[src/rtl/control_pipe_unit.sv]
// Decode/EX control stage: registered control word with a multi-cycle MUL hold FSM.
// Optional illegal-opcode trap is enabled by defining CU_ILLEGAL_TRAP_EN.
module control_pipe_unit #(
  parameter int unsigned OPW     = 6,
  parameter int unsigned CMDW    = 4,
  parameter int unsigned MUL_LAT = 4
) (
  input  logic            clk_i,
  input  logic            rst_ni,
  input  logic            id_valid_i,
  input  logic [OPW-1:0]  id_opcode_i,
  output logic            id_ready_o,
  input  logic            stall_i,
  input  logic            flush_i,
  output logic            ex_valid_o,
  output logic            ex_busy_o,
  output logic [CMDW-1:0] alu_cmd_o,
  output logic            mem_read_o,
  output logic            mem_write_o,
  output logic            wb_enable_o,
  output logic [1:0]      branch_type_o,
  output logic            is_immediate_o,
  output logic            illegal_op_o
);

  typedef enum logic [0:0] {StIdle, StMul} state_e;

  state_e          state_q, state_d;
  logic [3:0]      cnt_q, cnt_d;
  logic            ex_valid_q, ex_valid_d, ex_busy_q, ex_busy_d;
  logic [CMDW-1:0] alu_cmd_q, alu_cmd_d;
  logic            mem_read_q, mem_read_d, mem_write_q, mem_write_d;
  logic            wb_enable_q, wb_enable_d, is_imm_q, is_imm_d;
  logic [1:0]      branch_q, branch_d;

  logic [CMDW-1:0] dec_cmd;
  logic            dec_mr, dec_mw, dec_wb, dec_imm, dec_mul;
  logic [1:0]      dec_br;
  logic            accept;
`ifdef CU_ILLEGAL_TRAP_EN
  logic            dec_illegal, illegal_q, illegal_d;
`endif

  // Ready is forced low while reset is asserted.
  assign id_ready_o = rst_ni && (state_q == StIdle) && !stall_i && !flush_i;
  assign accept     = id_valid_i && id_ready_o;

  always_comb begin
    dec_cmd = '0;
    dec_mr  = 1'b0;
    dec_mw  = 1'b0;
    dec_wb  = 1'b0;
    dec_imm = 1'b0;
    dec_mul = 1'b0;
    dec_br  = 2'b00;
`ifdef CU_ILLEGAL_TRAP_EN
    dec_illegal = 1'b0;
`endif
    case (id_opcode_i)
      OPW'(0):  ;
      OPW'(1):  begin dec_cmd = CMDW'(4'b0000); dec_wb = 1'b1; end
      OPW'(3):  begin dec_cmd = CMDW'(4'b0010); dec_wb = 1'b1; end
      OPW'(5):  begin dec_cmd = CMDW'(4'b0100); dec_wb = 1'b1; end
      OPW'(6):  begin dec_cmd = CMDW'(4'b0101); dec_wb = 1'b1; end
      OPW'(7):  begin dec_cmd = CMDW'(4'b0110); dec_wb = 1'b1; end
      OPW'(8):  begin dec_cmd = CMDW'(4'b0111); dec_wb = 1'b1; end
      OPW'(9):  begin dec_cmd = CMDW'(4'b1000); dec_wb = 1'b1; end
      OPW'(10): begin dec_cmd = CMDW'(4'b1000); dec_wb = 1'b1; end
      OPW'(11): begin dec_cmd = CMDW'(4'b1001); dec_wb = 1'b1; end
      OPW'(12): begin dec_cmd = CMDW'(4'b1010); dec_wb = 1'b1; end
      OPW'(13): begin dec_cmd = CMDW'(4'b1011); dec_wb = 1'b1; dec_mul = 1'b1; end
      OPW'(32): begin dec_cmd = CMDW'(4'b0000); dec_wb = 1'b1; dec_imm = 1'b1; end
      OPW'(33): begin dec_cmd = CMDW'(4'b0010); dec_wb = 1'b1; dec_imm = 1'b1; end
      OPW'(36): begin dec_mr = 1'b1; dec_wb = 1'b1; end
      OPW'(37): dec_mw = 1'b1;
      OPW'(40): dec_br = 2'b01;
      OPW'(41): dec_br = 2'b10;
      OPW'(42): dec_br = 2'b11;
      default: begin
`ifdef CU_ILLEGAL_TRAP_EN
        dec_illegal = 1'b1;
`endif
      end
    endcase
  end

  always_comb begin
    state_d     = state_q;
    cnt_d       = cnt_q;
    ex_valid_d  = ex_valid_q;
    ex_busy_d   = ex_busy_q;
    alu_cmd_d   = alu_cmd_q;
    mem_read_d  = mem_read_q;
    mem_write_d = mem_write_q;
    wb_enable_d = wb_enable_q;
    branch_d    = branch_q;
    is_imm_d    = is_imm_q;
    if (flush_i) begin
      state_d     = StIdle;
      cnt_d       = 4'd0;
      ex_valid_d  = 1'b0;
      ex_busy_d   = 1'b0;
      alu_cmd_d   = '0;
      mem_read_d  = 1'b0;
      mem_write_d = 1'b0;
      wb_enable_d = 1'b0;
      branch_d    = 2'b00;
      is_imm_d    = 1'b0;
    end else if (!stall_i) begin
      unique case (state_q)
        StIdle: begin
          // Without an accept the control word drops back to all-zero.
          alu_cmd_d   = accept ? dec_cmd : '0;
          mem_read_d  = accept && dec_mr;
          mem_write_d = accept && dec_mw;
          wb_enable_d = accept && dec_wb;
          branch_d    = accept ? dec_br : 2'b00;
          is_imm_d    = accept && dec_imm;
          ex_valid_d  = accept && !dec_mul;
          ex_busy_d   = accept && dec_mul;
          cnt_d       = 4'd0;
          if (accept && dec_mul) begin
            state_d = StMul;
            cnt_d   = 4'(MUL_LAT - 1);
          end
        end
        StMul: begin
          if (cnt_q <= 4'd1) begin
            state_d    = StIdle;
            cnt_d      = 4'd0;
            ex_valid_d = 1'b1;
            ex_busy_d  = 1'b0;
          end else begin
            cnt_d = cnt_q - 4'd1;
          end
        end
        default: state_d = StIdle;
      endcase
    end
  end

  always_ff @(posedge clk_i or negedge rst_ni) begin
    if (!rst_ni) begin
      state_q     <= StIdle;
      cnt_q       <= 4'd0;
      ex_valid_q  <= 1'b0;
      ex_busy_q   <= 1'b0;
      alu_cmd_q   <= '0;
      mem_read_q  <= 1'b0;
      mem_write_q <= 1'b0;
      wb_enable_q <= 1'b0;
      branch_q    <= 2'b00;
      is_imm_q    <= 1'b0;
    end else begin
      state_q     <= state_d;
      cnt_q       <= cnt_d;
      ex_valid_q  <= ex_valid_d;
      ex_busy_q   <= ex_busy_d;
      alu_cmd_q   <= alu_cmd_d;
      mem_read_q  <= mem_read_d;
      mem_write_q <= mem_write_d;
      wb_enable_q <= wb_enable_d;
      branch_q    <= branch_d;
      is_imm_q    <= is_imm_d;
    end
  end

`ifdef CU_ILLEGAL_TRAP_EN
  always_comb begin
    illegal_d = illegal_q;
    if (flush_i) illegal_d = 1'b0;
    else if (!stall_i) illegal_d = accept && dec_illegal;
  end

  always_ff @(posedge clk_i or negedge rst_ni) begin
    if (!rst_ni) illegal_q <= 1'b0;
    else         illegal_q <= illegal_d;
  end

  assign illegal_op_o = illegal_q;
`else
  assign illegal_op_o = 1'b0;
`endif

  assign ex_valid_o     = ex_valid_q;
  assign ex_busy_o      = ex_busy_q;
  assign alu_cmd_o      = alu_cmd_q;
  assign mem_read_o     = mem_read_q;
  assign mem_write_o    = mem_write_q;
  assign wb_enable_o    = wb_enable_q;
  assign branch_type_o  = branch_q;
  assign is_immediate_o = is_imm_q;

endmodule

[config.mk]
export PLATFORM = sky130hd
export DESIGN_NAME = control_pipe_unit
export DESIGN_NICKNAME = d
export VERILOG_FILES = /design/src/rtl/control_pipe_unit.sv
export SDC_FILE = /design/constraint.sdc
export NUM_CORES = 1
export LEC_CHECK = 0
export CAP_MARGIN = 20
export CORE_UTILIZATION = 45
export CTS_BUF_LIST = sky130_fd_sc_hd__clkbuf_8
export CTS_CLUSTER_SIZE = 14
export DETAILED_ROUTE_END_ITERATION = 10
export PLACE_DENSITY = 0.77
export SYNTH_ARGS = -nofsm -noshare
export SYNTH_HDL_FRONTEND = slang
export SYNTH_SLANG_ARGS = --single-unit
export TNS_END_PERCENT = 100
[constraint.sdc]
create_clock -name clk_i -period 2 [get_ports clk_i]
set_clock_uncertainty 0.1 [all_clocks]
set_input_delay 0.4 -clock clk_i [delete_from_list [all_inputs] [get_ports clk_i]]
set_output_delay 0.4 -clock clk_i [all_outputs]
set_load 0.01 [all_outputs]
==> impl_metrics.yaml, run 1 <==
yosys:
  avgSynthCellArea_um2: 9.06
  synth_edf_count: 0
  synth_seq_cells: 17
  yosys_warnings: 0
  synthTopCellsByArea: "dfrtp_1, nand2_1, nor2_1"
  netlist_area_um2: 1010
  yosys.area.top_type_share_pct: 42.3
  yosys-top-cells-count: "dfrtp_1, nand2_1, nor2_1, clkbuf_1"
  synth_ff_type: "dfrtp_1"
  synthesis.nets: 124
  seq_area_frac_synth_pct: 42.3
  async_flop_share_pct: 100
  synth_top_area_cell: "dfrtp_1"
  synth_most_common_cell: "dfrtp_1"
  synthCells: 111
  synth_cell_types: 42
route:
  viasPerCell: 5.47
  first_pass_iters: 4
  drt.antenna.violating_nets: 0
  finalWirelength_mm: 2.42
  route.detailed.drc: 0
  wl_per_cell_um: 13.9
  drtIter0Drc: 25
  vias: 952
cells_and_area:
  finalNonFillerCells: 174
  nNetsFinal: 161
  drive_above_1_share_pct: 21.8
  n_antenna_cell: 0
  syn_to_final_growth_pct: 40.9
  fill_cells: 167
setup_path:
  reg2reg_depth: 4
  cp_slowest_stage_delay_ns: 0.53
  crit_buf_inv: 1
  crit_path_top_delay_cell: "or4_4"
  crit_arrival_ns: 2.07
  endpoint_kind: "flip-flop"
  crit_type: "in -> reg"
  r2r_end: "is_immediate_o"
  cp-start-kind: "input pin"
  r2r_slack_ns: 0.08
  r2r_start: "state_q"
  crit_path_cell_trace: "clkdlybuf4s50_1 -> nand3b_1 -> or3_4 -> or4_4 -> o21ai_2"
  crit_fanout: 5
  cp.required_ns: 2.08
  cpLargestDelayFamily: "simple AND/OR/NAND/NOR gates"
power:
  intPower_mw: 0.556
  p_sw_share_pct: 25.1
  peakVddDrop_mv: 0.473
  clkPwrFrac_pct: 33.0
  powerDensity_nw_per_um2: 524
  power_frac_seq_pct: 47.8
  comb_power_share_pct: 19.2
  p_sw_mw: 0.187
  power_leakage_nw: 0.620
placed_design:
  post-place-ws_ns: -0.362
  dp_hpwl_mm: 1.86
  place_inst: 170
  place.gp.congestion: 0.829
  io_buffers: 23
global_route:
  grt_max_degree: 15
  grt_pass1_wl_mm: 4.06
  grt_pass1_vias: 912
  grt_util_all_layers_pct: 21.6
  overflow: 0
  antenna_found_initial: 0
sta:
  max_freq_mhz: 501
  hold_viol: 0
  setup_viol: 0
  fin_ws_ns: 0.00533
  slew_headroom_pct: 48.3
  finalCritPeriodShare_pct: 99.7
  worst_pin_slew_ns: 0.772
  finalCriticalPeriod_ns: 1.99
  slew_violations: 0
run:
  maxCapViolCount: 0
floorplan:
  coreArea_um2: 2020
  die-width_um: 49.3
  io_pins: 25
  row_count: 16
  die_h_um: 49.3
  die-area_um2: 2430
  start_util_pct: 49.8
clock_network:
  clk_pin_slew_ns: 0.07
  cts_setup_buffers: 0
  htree_levels: 1
  clkSinkCount: 17
  clock_latency_ns: 0.24
  cts_tree: "done"
  holdBufCountCts: 0
  cts_buffers: 3
  cts_buffer_depth: 2
  root_buffer: "clkbuf_8"
min_path:
  hold_path_class: "in -> async"
status:
  outcome: "finished, final reports clean"
-- layer usage --
layer / track usage, % / vias up / wire length (um)
met5: 0 / - / 0
met4: 9.31 / 0 / 37
met3: 2.49 / 4 / 70
met2: 35.4 / 23 / 1180
met1: 28.3 / 454 / 1130
li1: - / 471 / -
-- placed cells by master (no fill, tap or decap), drive strengths merged, types with 2 or more instances in the layout --
cell,n
clkdlybuf4s50,19
nor3,5
nor2b,5
buf,18
ha,2
nor4,2
nand2b,2
nor2,9
a21o,2
dlygate4sd2,3
o31ai,2
nand2,11
xnor2,2
o21ai,8
nor3b,2
or3,2
or2,2
clkbuf,3
a2111oi,3
a21oi,4
dfrtp,17
or4,2
inv,6
-- logic make-up (layout without fill, tap and decap cells) --
group / after synthesis / after routing / synth area share [%]
other: 1 / 1 / 0.373
XOR/XNOR: 2 / 2 / 1.74
multiplexers: 2 / 2 / 2.11
AND/OR/NAND/NOR: 46 / 46 / 25.1
AO/OA/AOI/OAI: 27 / 27 / 19.4
adder cells (fa/ha/maj): 2 / 2 / 2.49
buffers and inverters: 14 / 50 / 6.47
flip-flops: 17 / 17 / 42.3
-- power by group through the flow --
stage	clock network, mW	registers [mW]	logic [mW]
after CTS	0.248	0.355	0.142
after global placement	0	0.361	0.136
after floorplan	0	0.362	0.0704
after global routing	0.269	0.355	0.156
after detailed placement	0	0.362	0.142
final	0.245	0.355	0.143
-- how the worst max path moves through the flow --
stage	slack, ns	start	cells past startpoint	end
after detailed placement	-0.36	stall_i	4	id_ready_o
after floorplan	0.04	stall_i	6	mem_read_o
after CTS	0.01	id_opcode_i[4]	5	cnt_q[0]
after global routing	-0.02	id_valid_i	5	is_immediate_o
after global placement	-0.31	stall_i	4	id_ready_o
final	0.005	id_valid_i	5	is_immediate_o
-- cell type report --
class / instances / area [um^2] / area share (%)
multi-input cells: 80 / 532 / 37.5
clock inverters: 1 / 3.75 / 0.265
inverters: 5 / 18.8 / 1.32
well taps: 27 / 33.8 / 2.38
repair buffers: 41 / 363 / 25.6
flip-flops and latches: 17 / 425 / 30.0
clock buffers: 3 / 41.3 / 2.91
-- flip-flops by register name, indices dropped and copies added, names as in the netlist --
register	cells
mem_read_o	1
wb_enable_o	1
is_immediate_o	1
state_q	1
mem_write_o	1
alu_cmd_o	4
ex_busy_o	1
branch_type_o	2
ex_valid_o	1
cnt_q	4
-- timing repair --
action | 4_1_cts | 5_1_grt
gates resized for setup | 8 | 1
pin swaps | 5 | 0
setup endpoints to repair | 8 | 2
-- through the flow --
stage | total power [mW] | utilization (%) | setup TNS (ns) | cell area [um^2] | hold WS [ns]
detailed placement | 0.503 | 67.2 | -3.29 | 1360 | 0.370
global route | 0.781 | 70.1 | -0.0524 | 1420 | 0.188
CTS | 0.746 | 69.8 | 0 | 1410 | 0.196
global placement | 0.497 | 67.2 | -2.58 | 1360 | 0.364
finish | 0.743 | 70.1 | 0 | 1420 | 0.188
floorplan | 0.433 | - | 0 | 1010 | 0.00441
-- worst register-to-register path, cell delays in order (launching register included) --
cell and delay (ns):
dfrtp_1 0.39, or2_4 0.26, or3_4 0.42, or4_4 0.53, o21ai_2 0.15
No activity file was read; power rests on OpenSTA's default activity.
==> run 2, diff against run 1 <==
--- a/config.mk
+++ b/config.mk
@@ -6,11 +6,11 @@
 export NUM_CORES = 1
 export LEC_CHECK = 0
 export CAP_MARGIN = 20
-export CORE_UTILIZATION = 45
+export CORE_UTILIZATION = 54
 export CTS_BUF_LIST = sky130_fd_sc_hd__clkbuf_8
 export CTS_CLUSTER_SIZE = 14
 export DETAILED_ROUTE_END_ITERATION = 10
-export PLACE_DENSITY = 0.77
+export PLACE_DENSITY = 0.87
 export SYNTH_ARGS = -nofsm -noshare
 export SYNTH_HDL_FRONTEND = slang
 export SYNTH_SLANG_ARGS = --single-unit
==> constraint.sdc (replaced) <==
create_clock -name clk_i -period 2.38 [get_ports clk_i]
set_clock_uncertainty 0.1 [all_clocks]
set_input_delay 0.476 -clock clk_i [delete_from_list [all_inputs] [get_ports clk_i]]
set_output_delay 0.476 -clock clk_i [all_outputs]
set_load 0.01 [all_outputs]
==> impl_metrics.yaml, run 2 (synthesis results as in run 1) <==
floorplan:
  start_util_pct: 57.6
  coreArea_um2: 1750
  die_h_um: 45.2
  die-area_um2: 2040
  die-width_um: 45.2
  io_pins: 25
  row_count: 15
clock_network:
  clk_pin_slew_ns: 0.06
  cts_tree: "done"
  cts_buffer_depth: 2
  cts_setup_buffers: 0
  clkSinkCount: 17
  htree_levels: 1
  root_buffer: "clkbuf_8"
  clock_latency_ns: 0.25
  cts_buffers: 3
cells_and_area:
  syn_to_final_growth_pct: 34.7
  design_area_um2: 1360
  n_antenna_cell: 0
  multi_input_area_um2: 515
  drive_above_1_share_pct: 15.6
  final_cell_mix: "clkdlybuf4s50_1, dfrtp_1, buf_4"
  nNetsFinal: 155
  layout_commonest_cell: "clkdlybuf4s50_1"
  regArea_um2: 425
  fill_cells: 120
setup_path:
  crit_arrival_ns: 2.35
  r2r_end: "branch_type_o[0]"
  crit_path_cell_trace: "clkdlybuf4s50_1 -> or2_4 -> buf_4 -> or3_1 -> or4_1 -> o21ai_1"
  r2r_start: "state_q"
  cp-start-kind: "input pin"
  endpoint_kind: "flip-flop"
  r2r_slack_ns: 0.30
  crit_fanout: 4
  reg2reg_depth: 5
  crit_type: "in -> reg"
  cpLargestDelayFamily: "simple AND/OR/NAND/NOR gates"
  crit_path_top_delay_cell: "or4_1"
  cp.required_ns: 2.45
  cp_slowest_stage_delay_ns: 0.48
  crit_buf_inv: 2
global_route:
  grt_pass1_wl_mm: 3.73
  grt_pass1_vias: 855
  grt_max_degree: 15
  antenna_found_initial: 0
  grt_util_all_layers_pct: 26.1
  overflow: 0
power:
  peakVddDrop_mv: 0.366
  power_leakage_nw: 0.588
  powerDensity_nw_per_um2: 459
  p_total_mw: 0.622
sta:
  setup_viol: 0
  slew_violations: 0
  max_freq_mhz: 439
  finalCritPeriodShare_pct: 95.7
  worst_pin_slew_ns: 0.763
  slew_headroom_pct: 48.9
  hold_viol: 0
  finalCriticalPeriod_ns: 2.28
  grt_setup_unrepaired: "no"
route:
  finalWirelength_mm: 2.29
  route.detailed.drc: 0
  viasPerCell: 5.65
  first_pass_iters: 4
  vias: 938
  wl_per_cell_um: 13.8
  drtIter0Drc: 33
  drt.antenna.violating_nets: 0
placed_design:
  dp_hpwl_mm: 1.75
  io_buffers: 23
  place.gp.congestion: 0.912
  placed_cell_area_um2: 1310
min_path:
  hold_path_class: "in -> async"
status:
  outcome: "finished, final reports clean"
run:
  maxCapViolCount: 0
run 2: cell types whose count changed in the layout (fill, tap and decap cells not counted), sizes merged:
cell,change
clkdlybuf4s15,-1
buf,-6
dlygate4sd2,-2
clkdlybuf4s50,+3
run 2: how the worst max path moves through the flow:
stage                       start          endpoint  slack [ns]  cells after the start
after global routing      stall_i  branch_type_o[0]        0.06                      6
after floorplan           stall_i        mem_read_o        0.35                      6
after detailed placement  stall_i  branch_type_o[0]       -0.12                      6
after global placement    stall_i        id_ready_o       -0.07                      4
after CTS                 stall_i  branch_type_o[0]        0.13                      6
final                     stall_i  branch_type_o[0]        0.10                      6
run 2: layout make-up:
class | count | area share (%)
repair buffers | 35 | 23.5
flip-flops and latches | 17 | 31.4
clock buffers | 3 | 3.05
well taps | 25 | 2.31
clock inverters | 1 | 0.277
inverters | 5 | 1.39
multi-input cells | 80 | 38.0
run 2: report_power, final:
part           switching [mW]  total [mW]  internal, mW  leakage (nW)
registers             0.00497       0.299         0.294         0.235
clock network          0.0970       0.211         0.114        0.0269
logic                  0.0572       0.112        0.0547         0.326
total                   0.159       0.622         0.463         0.588
run 2: worst reg2reg max path, stage by stage, from the launching register on:
cell and delay [ns]:
dfrtp_1 0.44, or2_4 0.28, buf_4 0.14, or3_1 0.41
or4_1 0.48, o21ai_1 0.17
run 2: metal layers:
layer | routed length, um | GRT usage (%) | up-vias
li1 | - | - | 455
met1 | 980 | 33.5 | 433
met2 | 1150 | 41.4 | 46
met3 | 125 | 4.00 | 4
met4 | 31 | 15.8 | 0
met5 | 0 | 0 | -
run 2: repair_timing:
item                       in CTS  in global routing
gates resized for setup         1                  0
setup endpoints to repair       1                  0
hold buffers                    0                  0
run 2: per-stage QoR:
step	utilization, %	std cells	setup TNS [ns]	setup slack (ns)	hold WS, ns
4_1_cts	77.6	166	0	0.128	0.337
3_5_place_dp	75.1	162	-0.684	-0.123	0.367
6_report	77.6	166	0	0.104	0.345
2_1_floorplan	-	111	0	0.347	0.0804
5_1_grt	77.6	166	0	0.0572	0.340
3_3_place_gp	75.1	162	-0.251	-0.0674	0.363
